<file path="config.mk">
export PLATFORM = sky130hd
export DESIGN_NAME = dmc_encode
export DESIGN_NICKNAME = d
export VERILOG_FILES = /design/src/rtl/dmc_encode.sv
export SDC_FILE = /design/constraint.sdc
export NUM_CORES = 1
export LEC_CHECK = 0
export BUFFER_PORTS_ARGS = -buffer_cell sky130_fd_sc_hd__clkbuf_2
export CAP_MARGIN = 20
export CORE_MARGIN = 5
export CORE_UTILIZATION = 63
export CTS_CLUSTER_SIZE = 24
export DETAILED_ROUTE_END_ITERATION = 16
export PLACE_DENSITY = 0.85
export SYNTH_ARGS = -nofsm -noshare
export SYNTH_HDL_FRONTEND = slang
export SYNTH_SLANG_ARGS = --single-unit
</file>
<file path="constraint.sdc">
create_clock -name clk_i -period 5.7 [get_ports clk_i]
set_input_delay 0.285 -clock clk_i [delete_from_list [all_inputs] [get_ports clk_i]]
set_output_delay 0.285 -clock clk_i [all_outputs]
set_load 0.02 [all_outputs]
</file>
<file path="src/rtl/dmc_encode.sv">
// Differential-Manchester line encoder. Sends one frame made of a preamble, a payload
// pulled from a valid/ready stream, and a closing tail. Every half-cell is H clk_i cycles.
module dmc_encode #(
  parameter int unsigned HALF_W = 8
) (
  input  logic              clk_i,
  input  logic              reset_n_period,
  input  logic              enable,
  input  logic              start,
  input  logic [HALF_W-1:0] half_period,
  input  logic [7:0]        preamble_pat,
  input  logic [3:0]        preamble_len,
  input  logic [7:0]        frame_len,
  input  logic              bit_data,
  input  logic              bit_vld,
  output logic              bit_rdy,
  output logic              line_o,
  output logic              line_oe,
  output logic              busy,
  output logic              frame_done,
  output logic              underrun,
  output logic              aborted
);

  typedef enum logic [2:0] {StIdle, StArm, StPre, StPay, StTail} state_e;

  state_e            state_q;
  logic [HALF_W-1:0] cnt_q;
  logic              half_q;
  logic [7:0]        idx_q;
  logic [HALF_W-1:0] h_q;
  logic [7:0]        pat_q;
  logic [3:0]        p_q;
  logic [7:0]        l_q;
  logic              cur_bit_q;

  logic [HALF_W-1:0] h_clamp;
  logic [3:0]        p_clamp;
  logic              accept;
  logic              last_cyc;
  logic              cell_end;
  logic              pre_last;
  logic              pay_last;
  logic              cell_bit;
  logic              fetch_next;
  logic [2:0]        pre_sel;

  // Clamped frame parameters, cell position decode and the bit of the current cell.
  always_comb begin
    h_clamp    = (half_period < HALF_W'(2)) ? HALF_W'(2) : half_period;
    p_clamp    = (preamble_len > 4'd8) ? 4'd8 : preamble_len;
    accept     = (state_q == StIdle) && start && enable && (frame_len != 8'd0);
    last_cyc   = (cnt_q == h_q - HALF_W'(1));
    cell_end   = last_cyc && half_q;
    pre_last   = (idx_q == {4'd0, p_q} - 8'd1);
    pay_last   = (idx_q == l_q - 8'd1);
    pre_sel    = 3'd7 - idx_q[2:0];
    cell_bit   = 1'b1;
    if (state_q == StPre) begin
      cell_bit = pat_q[pre_sel];
    end else if (state_q == StPay) begin
      cell_bit = cur_bit_q;
    end
    // One cycle ahead of the final cycle of a cell that is followed by a payload cell.
    fetch_next = (cnt_q == h_q - HALF_W'(2)) && half_q &&
                 (((state_q == StPre) && pre_last) || ((state_q == StPay) && !pay_last));
  end

  // Frame sequencer; every output is a register updated here.
  always_ff @(posedge clk_i or negedge reset_n_period) begin
    if (!reset_n_period) begin
      state_q    <= StIdle;
      cnt_q      <= '0;
      half_q     <= 1'b0;
      idx_q      <= '0;
      h_q        <= '0;
      pat_q      <= '0;
      p_q        <= '0;
      l_q        <= '0;
      cur_bit_q  <= 1'b0;
      bit_rdy    <= 1'b0;
      line_o     <= 1'b0;
      line_oe    <= 1'b0;
      busy       <= 1'b0;
      frame_done <= 1'b0;
      underrun   <= 1'b0;
      aborted    <= 1'b0;
    end else begin
      frame_done <= 1'b0;
      underrun   <= 1'b0;
      aborted    <= 1'b0;
      bit_rdy    <= 1'b0;
      // A missing payload bit is sent as 1; the stream is not retried.
      if (bit_rdy) begin
        cur_bit_q <= bit_vld ? bit_data : 1'b1;
        underrun  <= !bit_vld && enable;
      end
      if ((state_q != StIdle) && !enable) begin
        state_q <= StIdle;
        line_oe <= 1'b0;
        busy    <= 1'b0;
        aborted <= 1'b1;
      end else begin
        unique case (state_q)
          StIdle: begin
            if (accept) begin
              state_q <= StArm;
              h_q     <= h_clamp;
              pat_q   <= preamble_pat;
              p_q     <= p_clamp;
              l_q     <= frame_len;
              cnt_q   <= '0;
              half_q  <= 1'b0;
              idx_q   <= '0;
              line_oe <= 1'b1;
              busy    <= 1'b1;
              bit_rdy <= (p_clamp == 4'd0);
            end
          end
          StArm: begin
            state_q <= (p_q != 4'd0) ? StPre : StPay;
            line_o  <= ~line_o;
            cnt_q   <= '0;
            half_q  <= 1'b0;
            idx_q   <= '0;
          end
          StPre, StPay: begin
            bit_rdy <= fetch_next;
            if (cell_end) begin
              line_o <= ~line_o;
              cnt_q  <= '0;
              half_q <= 1'b0;
              if ((state_q == StPre) && pre_last) begin
                state_q <= StPay;
                idx_q   <= '0;
              end else if ((state_q == StPay) && pay_last) begin
                state_q <= StTail;
                idx_q   <= '0;
              end else begin
                idx_q <= idx_q + 8'd1;
              end
            end else if (last_cyc) begin
              cnt_q  <= '0;
              half_q <= 1'b1;
              if (!cell_bit) line_o <= ~line_o;
            end else begin
              cnt_q <= cnt_q + HALF_W'(1);
            end
          end
          StTail: begin
            // Two silent cells after the closing toggle.
            if (cell_end) begin
              cnt_q  <= '0;
              half_q <= 1'b0;
              if (idx_q == 8'd1) begin
                state_q    <= StIdle;
                line_oe    <= 1'b0;
                busy       <= 1'b0;
                frame_done <= 1'b1;
              end else begin
                idx_q <= idx_q + 8'd1;
              end
            end else if (last_cyc) begin
              cnt_q  <= '0;
              half_q <= 1'b1;
            end else begin
              cnt_q <= cnt_q + HALF_W'(1);
            end
          end
          default: state_q <= StIdle;
        endcase
      end
    end
  end

endmodule

</file>
Word-level counts from Yosys, hierarchy flattened. Index checks and enable logic that the tools add are counted.

Input port bits: 34. Output and inout bits: 7. Register bits after elaboration: 55.

$lt $le $gt $ge: 3. Multiplexer cells: 48. $add $sub $neg: 7. Reductions and logical operators: 33. Eq/ne operators: 21. Bitwise gates (word level): 2.

Operator list (number): $mux W8 (9); $eq A8 B8 Y1 (4); $pmux W8 S4 (1); $pmux W8 S3 (1); $mux W1 (23); $mux W3 (7); $add A8 B1 Y8 const B (2); $sub A8 B1 Y8 const B (2); $ne A3 B3 Y1 const B (5); $pmux W3 S4 (1); $reduce_and A4 Y1 (3); $logic_and A1 B1 Y1 (11); $reduce_bool A3 Y1 (3); $eq A8 B1 Y1 const B (1); $lt A8 B2 Y1 const B (1); $ne A2 B2 Y1 const B (4); $reduce_bool A4 Y1 (2); $reduce_bool A8 Y1 (1); $sub A8 B2 Y8 const B (1); $eq A3 B2 Y1 const B (2); $pmux W1 S2 (3); $reduce_and A3 Y1 (2); $reduce_and A6 Y1 (1); $reduce_and A5 Y1 (1); other kinds (20) (23).

Depth between registers and ports, before layout. Gate-level depths: netlist of run 1.

Word-level depth: 8. Depth in mapped cells: 10. Depth with buffers taken out: 9.

Worst setup path after synthesis of run 1. No wires, ideal clock.

Kind: register -> register. Start point: register h_q[2]. End point: register idx_q[2]. Cell stages (with the launch flop): 11. Arrival time: 2.390 ns. Path buffers: 1. Path slack: 3.166 ns. Clock period less this slack: 2.534 ns. Cell sequence: dfrtp_1 -> inv_1 -> ha_1 -> and2b_4 -> mux2i_1 -> or3b_4 -> a2111o_1 -> a21oi_2 -> and2_4 -> buf_8 -> o221ai_1.

Longest elaborated chain between the ends: 5.

Ends and longest elaborated chain: start: declaration (RTL line 31) `logic [HALF_W-1:0] h_q;`; start signal: assignment (RTL line 108) `h_q <= h_clamp;`; $sub A8 B1 Y8 (*) (RTL line 53) `last_cyc = (cnt_q == h_q - HALF_W'(1));`; $eq A8 B8 Y1 (*) (RTL line 53); $logic_and A1 B1 Y1 (*) (RTL line 54) `cell_end = last_cyc && half_q;`; $ne A2 B2 Y1 (no source line); $reduce_and A6 Y1 (no source line) (*); end signal: assignment (RTL line 140) `idx_q <= idx_q + 8'd1;`; end signal: assignment (RTL line 161) `idx_q <= idx_q + 8'd1;`; end: declaration (RTL line 30) `logic [7:0] idx_q;`.

Mark *: on every way between the ends. The rest lies on a longest branch, timed or not. A chain may end at the register's enable or synchronous reset.

Worst setup path after layout of run 1.
Start point: register l_q[0]. End point: register idx_q[7].

Longest elaborated chain between the ends: 7.

Ends and longest elaborated chain: start: declaration (RTL line 34) `logic [7:0] l_q;`; start signal: assignment (RTL line 111) `l_q <= frame_len;`; $sub A8 B1 Y8 (RTL line 56) `pay_last = (idx_q == l_q - 8'd1);`; $eq A8 B8 Y1 (RTL line 56); $logic_and A1 B1 Y1 (RTL line 136) `end else if ((state_q == StPay) && pay_last) begin`; $mux W8 (RTL line 136); $mux W8 (RTL line 133) `if ((state_q == StPre) && pre_last) begin`; $mux W8 (RTL line 129) `if (cell_end) begin`; $pmux W8 S4 (RTL line 104) `unique case (state_q)`.

Every way passes these cells. The select of a mux whose other input is x is not followed.

==> impl_metrics.prom, run 1 <==
# TYPE chip_impl_metric gauge
chip_impl_metric{name="tritoncts_num_sinks",unit=""} 55
chip_impl_info{name="mostFrequentLayoutCells",value="sky130_fd_sc_hd__dfrtp_1, sky130_fd_sc_hd__clkbuf_2, sky130_fd_sc_hd__nand2_1"} 1
chip_impl_metric{name="n_antenna_cell",unit=""} 0
chip_impl_metric{name="switchingPower",unit="mW"} 0.825
chip_impl_metric{name="grt_start_max_net_pins",unit=""} 56
chip_impl_metric{name="yosysSeqAreaShare",unit="%"} 38.7
chip_impl_metric{name="netlist-cell-type-count",unit=""} 64
chip_impl_info{name="grt_setup_unrepaired",value="no"} 1
chip_impl_metric{name="antenna_violating_nets_post_route",unit=""} 0
chip_impl_metric{name="grt_pass1_vias",unit=""} 2831
chip_impl_metric{name="finalCriticalPeriod",unit="ps"} 2890
chip_impl_metric{name="drt-total-wl",unit="um"} 7680
chip_impl_metric{name="die_h",unit="um"} 85.1
chip_impl_metric{name="synth-edff-count",unit=""} 0
chip_impl_info{name="cts_tree",value="built"} 1
chip_impl_metric{name="powerDensity",unit="nW/um^2"} 490
chip_impl_metric{name="post-route-period-util",unit="%"} 50.7
chip_impl_metric{name="synthesis.area_per_instance",unit="um^2"} 9.72
chip_impl_metric{name="syn-instance-count",unit=""} 366
chip_impl_metric{name="globalRouteMet3Util",unit="%"} 4.27
chip_impl_metric{name="final_design_area_no_fill",unit="um^2"} 3850
chip_impl_metric{name="clkTransAtPathRegs",unit="ps"} 100
chip_impl_metric{name="groute.layer.met2.usage",unit="%"} 33.8
chip_impl_metric{name="total_power",unit="mW"} 1.89
chip_impl_info{name="criticalPathCategory",value="register to register"} 1
chip_impl_metric{name="critPathMaxFanout",unit=""} 8
chip_impl_metric{name="finalWeightedCongestion",unit=""} 0.939
chip_impl_metric{name="synth_fp_nets",unit=""} 407
chip_impl_info{name="min_path_type",value="input port to async pin"} 1
chip_impl_metric{name="numCtsBuffers",unit=""} 5
chip_impl_metric{name="clock_tree.buffer_depth",unit=""} 2
chip_impl_metric{name="crit_arrival",unit="ps"} 3060
chip_impl_metric{name="power_frac_comb",unit="%"} 48.5
chip_impl_metric{name="grt_remaining_overflow",unit=""} 0
chip_impl_metric{name="detail_route.iter0.violations",unit=""} 295
chip_impl_info{name="cts_root_buffer",value="sky130_fd_sc_hd__clkbuf_8"} 1
chip_impl_metric{name="pwr-share-clk",unit="%"} 11.4
chip_impl_metric{name="post-route-util",unit="%"} 69.9
chip_impl_metric{name="chipWidth",unit="um"} 85.1
chip_impl_metric{name="core-area",unit="um^2"} 5510
chip_impl_metric{name="relSlewSlack",unit="%"} 54.2
chip_impl_metric{name="yosys_register_bits",unit=""} 55
chip_impl_info{name="layout.cells.most_common",value="sky130_fd_sc_hd__dfrtp_1"} 1
chip_impl_metric{name="placement_rows",unit=""} 27
chip_impl_metric{name="finalNetCount",unit=""} 438
chip_impl_info{name="grt.busiest_layer",value="met2"} 1
chip_impl_metric{name="dpl.hpwl",unit="um"} 5640
chip_impl_metric{name="antenna_found_initial",unit=""} 0
chip_impl_metric{name="slew_violations",unit=""} 0
chip_impl_metric{name="cts_hold_repair.buffers",unit=""} 0
chip_impl_metric{name="clkLatencyLatePin",unit="ps"} 310
chip_impl_metric{name="post_cts_buffers",unit=""} 0
chip_impl_metric{name="max_cap_viol_count",unit=""} 0
chip_impl_metric{name="grt_first_pass_wirelength",unit="um"} 13100
chip_impl_info{name="worst_setup_path_start_kind",value="register"} 1
chip_impl_metric{name="syn2layout_area_growth",unit="%"} 8.20
chip_impl_info{name="critical_path.endpoint_type",value="register"} 1
chip_impl_metric{name="start_util",unit="%"} 64.6
chip_impl_metric{name="setup-violations-final",unit=""} 0
chip_impl_metric{name="placedInstanceArea",unit="um^2"} 3760
chip_impl_metric{name="timing.setup.tns",unit="ps"} 0
chip_impl_metric{name="power.static_leakage",unit="nW"} 1.68
chip_impl_metric{name="cts_max_level",unit=""} 2
chip_impl_metric{name="via_count",unit=""} 2926
chip_impl_metric{name="ir_worst_vdd",unit="uV"} 309
chip_impl_metric{name="route.detailed.vias_per_inst",unit=""} 6.23
chip_impl_info{name="synthFlopType",value="sky130_fd_sc_hd__dfrtp_1"} 1
chip_impl_metric{name="internal-power",unit="mW"} 1.06
chip_impl_metric{name="max_slew.worst_pin.slew",unit="ps"} 687
chip_impl_metric{name="power.share.sequential",unit="%"} 40.1
chip_impl_metric{name="asyncSetResetFlopFracSynth",unit="%"} 100
chip_impl_metric{name="route.detailed.wl_per_inst",unit="um"} 16.3
chip_impl_metric{name="fmaxAchievable",unit="MHz"} 346
chip_impl_metric{name="yosys_warnings",unit=""} 0
chip_impl_info{name="outcome",value="finished clean"} 1
chip_impl_metric{name="drt_drc_violations_left",unit=""} 0
chip_impl_metric{name="synth.cell_area",unit="um^2"} 3560
chip_impl_metric{name="floorplan.die_area",unit="um^2"} 7250
chip_impl_metric{name="fin_skew",unit="ps"} 4.35
chip_impl_metric{name="cp_data_required_time",unit="ps"} 5870
chip_impl_metric{name="grt_util_all_layers",unit="%"} 22.1
chip_impl_metric{name="drive_above_1_share",unit="%"} 23.4
chip_impl_metric{name="gr-usage-met1",unit="%"} 31.5
chip_impl_metric{name="numPortBuffers",unit=""} 40
chip_impl_metric{name="num_io_pins",unit=""} 41
chip_impl_metric{name="final_hold_viol_count",unit=""} 0
chip_impl_metric{name="detail_route.first_pass.iterations",unit=""} 7
chip_impl_metric{name="power.switching_fraction",unit="%"} 43.7
chip_impl_metric{name="post_cts_resize_count",unit=""} 0
-- cells in the mapped netlist (3+ instances only) --
cell type | count | area, um^2
sky130_fd_sc_hd__or4_1 | 3 | 22.5
sky130_fd_sc_hd__nand3_1 | 11 | 55.1
sky130_fd_sc_hd__nor3_1 | 14 | 70.1
sky130_fd_sc_hd__mux2i_1 | 4 | 40.0
sky130_fd_sc_hd__o221ai_1 | 9 | 78.8
sky130_fd_sc_hd__o211ai_1 | 5 | 37.5
sky130_fd_sc_hd__clkbuf_1 | 10 | 37.5
sky130_fd_sc_hd__nor4_1 | 5 | 31.3
sky130_fd_sc_hd__o21ai_0 | 25 | 125
sky130_fd_sc_hd__mux2_2 | 25 | 282
sky130_fd_sc_hd__xnor2_1 | 15 | 131
sky130_fd_sc_hd__dfrtp_1 | 55 | 1380
sky130_fd_sc_hd__and3_1 | 6 | 37.5
sky130_fd_sc_hd__a21oi_1 | 11 | 55.1
sky130_fd_sc_hd__nand2b_1 | 10 | 62.6
sky130_fd_sc_hd__xor2_1 | 17 | 149
sky130_fd_sc_hd__mux4_2 | 3 | 67.6
sky130_fd_sc_hd__nor2b_1 | 3 | 18.8
sky130_fd_sc_hd__inv_1 | 22 | 82.6
sky130_fd_sc_hd__ha_1 | 7 | 87.6
sky130_fd_sc_hd__a31oi_1 | 4 | 25.0
sky130_fd_sc_hd__nand4_1 | 5 | 31.3
sky130_fd_sc_hd__nand2_1 | 26 | 97.6
sky130_fd_sc_hd__nor2_1 | 16 | 60.1
sky130_fd_sc_hd__buf_2 | 3 | 15.0
-- through the flow --
stage / setup slack [ps] / hold slack [ps] / std cells
3_3_place_gp: 3030 / 459 / 462
6_report: 2810 / 89.3 / 470
2_1_floorplan: 3170 / -10.6 / 366
4_1_cts: 2840 / 119 / 470
3_5_place_dp: 2920 / 458 / 462
5_1_grt: 2570 / 163 / 470
-- cell families after synthesis --
| kind of cell | synth area share [%] |
|---|---|
| and+or+nand+nor | 20.0 |
| buffers and inverters | 5.21 |
| AOI/OAI and AO/OA | 14.6 |
| xor gates and xnor gates | 7.88 |
| DFF | 38.7 |
| adders and majority gates | 2.74 |
| muxes | 10.9 |
-- sequential cells by signal, summed over array words and instances (netlist names), 3 cells and up --
register and cells:
cnt_q 8, state_q 3, p_q 4, h_q 8
idx_q 8, pat_q 8, l_q 8
-- worst max-delay path, stage by stage, from the launching register on --
cell	delay, ps
sky130_fd_sc_hd__dfrtp_1	420
sky130_fd_sc_hd__inv_1	60
sky130_fd_sc_hd__ha_1	300
sky130_fd_sc_hd__xor2_1	150
sky130_fd_sc_hd__o211ai_1	90
sky130_fd_sc_hd__a221oi_1	290
sky130_fd_sc_hd__nor4b_1	570
sky130_fd_sc_hd__a211oi_2	270
sky130_fd_sc_hd__o211ai_2	380
sky130_fd_sc_hd__o221ai_1	210
-- path summary, 6_finish.rpt --
| kind | end | cells past startpoint | slack, ps | from |
|---|---|---|---|---|
| worst min register to register | line_o | 1 | 480 | line_o |
| max in group asynchronous | l_q[4] | 2 | 5160 | reset_n_period |
| worst max-delay path | idx_q[7] | 9 | 2810 | l_q[0] |
| worst min-delay path | idx_q[5] | 2 | 90 | reset_n_period |
| min in group clk_i | cur_bit_q | 2 | 180 | bit_vld |
| worst max register to register | idx_q[7] | 9 | 2810 | l_q[0] |
-- power groups by stage --
stage               clock, mW  sequential [mW]  combinational, mW
floorplan                   0            0.663              0.813
global placement            0            0.744              0.867
detailed placement          0            0.758              0.903
CTS                     0.221            0.752              0.910
global route            0.238            0.783               1.01
finish                  0.215            0.757              0.914
-- routing by layer --
metal  wire [um]  vias up  share of wire [%]
met4         142        0                1.8
met5           0        -                  0
li1            -     1384                  -
met3         617       17                8.0
met1        3400     1399                 44
met2        3530      126                 46
-- area by class of cell --
type	instances	area, um^2
repair buffers	42	215
inverters	22	82.6
clock buffers	5	68.8
clock inverters	3	20.0
flip-flops and latches	55	1380
multi-input cells	271	2000
well taps	72	90.1
fillers	410	1660
Power figures use the tool's default switching activity.
==> run 2, diff against run 1 <==
--- a/config.mk
+++ b/config.mk
@@ -8,10 +8,10 @@
 export BUFFER_PORTS_ARGS = -buffer_cell sky130_fd_sc_hd__clkbuf_2
 export CAP_MARGIN = 20
 export CORE_MARGIN = 5
-export CORE_UTILIZATION = 63
+export CORE_UTILIZATION = 59
 export CTS_CLUSTER_SIZE = 24
 export DETAILED_ROUTE_END_ITERATION = 16
-export PLACE_DENSITY = 0.85
+export PLACE_DENSITY = 0.8
 export SYNTH_ARGS = -nofsm -noshare
 export SYNTH_HDL_FRONTEND = slang
 export SYNTH_SLANG_ARGS = --single-unit
==> constraint.sdc (replaced) <==
create_clock -name clk_i -period 2.96 [get_ports clk_i]
set_input_delay 0.148 -clock clk_i [delete_from_list [all_inputs] [get_ports clk_i]]
set_output_delay 0.148 -clock clk_i [all_outputs]
set_load 0.02 [all_outputs]
==> run 2 against run 1 <==
Largest cell class unchanged. Setup slack worse by 2600 ps. Critical path depth stayed put. Sequential share of layout area is 0.56 points lower. Routed wire length is 0.14% higher. Critical path type unchanged. Cell count is 1.7% higher. Cell area is 1.6% higher. Clock skew is 3.3 ps higher.
==> impl_metrics.prom, run 2 (synthesis results as in run 1) <==
# TYPE chip_impl_metric gauge
chip_impl_metric{name="clock_tree.buffer_depth",unit=""} 2
chip_impl_metric{name="fin_hold_ws",unit="ps"} 46.6
chip_impl_metric{name="powerDensity",unit="nW/um^2"} 947
chip_impl_metric{name="slew_violations",unit=""} 0
chip_impl_info{name="min_path_type",value="input port to register"} 1
chip_impl_metric{name="numPortBuffers",unit=""} 40
chip_impl_metric{name="max_slew.worst_pin.slew",unit="ps"} 677
chip_impl_metric{name="finalNetCount",unit=""} 443
chip_impl_metric{name="finalWeightedCongestion",unit=""} 0.872
chip_impl_info{name="critical_path.endpoint_type",value="register"} 1
chip_impl_metric{name="setup_slack",unit="ps"} 200
chip_impl_metric{name="grt_pass1_vias",unit=""} 2782
chip_impl_metric{name="grt_start_max_net_pins",unit=""} 36
chip_impl_metric{name="pwr-share-clk",unit="%"} 12.2
chip_impl_metric{name="power.static_leakage",unit="nW"} 1.72
chip_impl_metric{name="drt_drc_violations_left",unit=""} 0
chip_impl_metric{name="route.detailed.wl_per_inst",unit="um"} 16.1
chip_impl_metric{name="chipWidth",unit="um"} 87.6
chip_impl_metric{name="internal-power",unit="mW"} 2.12
chip_impl_info{name="mostFrequentLayoutCells",value="sky130_fd_sc_hd__dfrtp_1, sky130_fd_sc_hd__clkbuf_2, sky130_fd_sc_hd__nand2_1"} 1
chip_impl_metric{name="timing.setup.tns",unit="ps"} 0
chip_impl_metric{name="critPathMaxFanout",unit=""} 7
chip_impl_info{name="outcome",value="finished clean"} 1
chip_impl_metric{name="numCtsBuffers",unit=""} 5
chip_impl_metric{name="floorplan.die_area",unit="um^2"} 7680
chip_impl_metric{name="drive_above_1_share",unit="%"} 24.1
chip_impl_metric{name="detail_route.first_pass.iterations",unit=""} 4
chip_impl_metric{name="power.switching_fraction",unit="%"} 42.8
chip_impl_metric{name="placement_rows",unit=""} 28
chip_impl_metric{name="n_antenna_cell",unit=""} 0
chip_impl_metric{name="drt-total-wl",unit="um"} 7690
chip_impl_metric{name="antenna_found_initial",unit=""} 0
chip_impl_metric{name="relSlewSlack",unit="%"} 54.9
chip_impl_metric{name="fmaxAchievable",unit="MHz"} 362
chip_impl_metric{name="dpl.hpwl",unit="um"} 5860
chip_impl_metric{name="power.share.sequential",unit="%"} 38.5
chip_impl_metric{name="via_count",unit=""} 2847
chip_impl_metric{name="pre_cts_slack",unit="ps"} 246
chip_impl_metric{name="grt_remaining_overflow",unit=""} 0
chip_impl_metric{name="num_io_pins",unit=""} 41
chip_impl_metric{name="max_cap_viol_count",unit=""} 0
chip_impl_metric{name="clkLatencyLatePin",unit="ps"} 300
chip_impl_metric{name="total_power",unit="mW"} 3.70
chip_impl_info{name="cts_root_buffer",value="sky130_fd_sc_hd__clkbuf_8"} 1
chip_impl_metric{name="start_util",unit="%"} 60.4
chip_impl_metric{name="post-route-period-util",unit="%"} 93.3
chip_impl_metric{name="finalCriticalPeriod",unit="ps"} 2760
chip_impl_metric{name="die_h",unit="um"} 87.6
chip_impl_metric{name="grt_first_pass_wirelength",unit="um"} 13600
chip_impl_metric{name="cts_max_level",unit=""} 2
chip_impl_metric{name="final_hold_viol_count",unit=""} 0
chip_impl_info{name="worst_setup_path_start_kind",value="register"} 1
chip_impl_metric{name="clkTransAtPathRegs",unit="ps"} 100
chip_impl_metric{name="core-area",unit="um^2"} 5890
chip_impl_metric{name="switchingPower",unit="mW"} 1.58
chip_impl_info{name="criticalPathCategory",value="register to register"} 1
chip_impl_info{name="grt_setup_unrepaired",value="no"} 1
chip_impl_metric{name="tritoncts_num_sinks",unit=""} 55
chip_impl_metric{name="cp_data_required_time",unit="ps"} 3180
chip_impl_metric{name="syn2layout_area_growth",unit="%"} 9.92
chip_impl_metric{name="detail_route.iter0.violations",unit=""} 278
chip_impl_metric{name="fin_skew",unit="ps"} 7.61
chip_impl_metric{name="route.detailed.vias_per_inst",unit=""} 5.96
chip_impl_metric{name="ir_worst_vdd",unit="uV"} 551
chip_impl_metric{name="antenna_violating_nets_post_route",unit=""} 0
chip_impl_metric{name="crit_arrival",unit="ps"} 2980
chip_impl_info{name="layout.cells.most_common",value="sky130_fd_sc_hd__dfrtp_1"} 1
chip_impl_metric{name="power_frac_comb",unit="%"} 49.3
chip_impl_metric{name="setup-violations-final",unit=""} 0
chip_impl_info{name="cts_tree",value="built"} 1
chip_impl_metric{name="grt_util_all_layers",unit="%"} 22.1
-- run 2: cell count changes in the layout (fill, tap and decap cells not counted), sizes merged --
cell         before  now
clkbuf           45   48
buf               2    6
clkinv            1    0
dlygate4sd3       0    1
clkinvlp          2    0
-- run 2: worst max-delay path, cell delays in order (launching register included) --
cell and delay, ps:
sky130_fd_sc_hd__dfrtp_1 470, sky130_fd_sc_hd__inv_1 80, sky130_fd_sc_hd__ha_1 250, sky130_fd_sc_hd__and2b_4 210, sky130_fd_sc_hd__mux2i_1 110, sky130_fd_sc_hd__or3b_4 430
sky130_fd_sc_hd__a2111o_1 490, sky130_fd_sc_hd__a21oi_2 200, sky130_fd_sc_hd__o211ai_2 190, sky130_fd_sc_hd__o221ai_1 240
-- run 2: final timing paths --
check | startpoint | to | slack (ps) | cells after the start
worst min-delay path | bit_vld | cur_bit_q | 50 | 2
min in group asynchronous | reset_n_period | idx_q[3] | 400 | 2
worst min register to register | line_o | line_o | 470 | 1
worst max register to register | h_q[2] | idx_q[4] | 200 | 9
worst max-delay path | h_q[2] | idx_q[4] | 200 | 9
max in group asynchronous | reset_n_period | l_q[5] | 1730 | 3
-- run 2: power groups by stage --
stage | Sequential [mW] | Combinational [mW] | Clock, mW
3_3_place_gp | 1.41 | 1.74 | 0
3_5_place_dp | 1.43 | 1.80 | 0
5_1_grt | 1.48 | 2.03 | 0.500
6_report | 1.43 | 1.82 | 0.453
4_1_cts | 1.42 | 1.81 | 0.461
2_1_floorplan | 1.28 | 1.57 | 0
-- run 2: timing repair --
action | 4_1_cts | 5_1_grt
buffers inserted | 0 | 0
hold buffers | 1 | 0
endpoints found under the hold margin | 26 | 0
resized for setup | 0 | 1
endpoints found under the setup margin | 0 | 7
-- run 2: layout make-up --
cell class | instances | area, um^2
Fill cell | 475 | 1980
Multi-Input combinational cell | 271 | 2000
Tap cell | 75 | 93.8
Clock buffer | 8 | 100
Sequential cell | 55 | 1380
Timing Repair Buffer | 47 | 255
Inverter | 22 | 82.6
-- run 2: per-stage QoR --
| stage | cells | util (%) | area [um^2] |
|---|---|---|---|
| global route | 478 | 66.4 | 3910 |
| CTS | 478 | 66.3 | 3900 |
| floorplan | 366 | - | 3560 |
| global placement | 469 | 64.5 | 3790 |
| finish | 478 | 66.4 | 3910 |
| detailed placement | 469 | 64.5 | 3790 |
-- run 2: routing by layer --
| layer | up-vias | GRT usage (%) | share of wire, % |
|---|---|---|---|
| li1 | 1397 | - | - |
| met1 | 1354 | 32.3 | 46 |
| met2 | 88 | 33.6 | 46 |
| met3 | 8 | 5.46 | 7.5 |
| met4 | 0 | 4.60 | 0.86 |
| met5 | - | 0 | 0 |
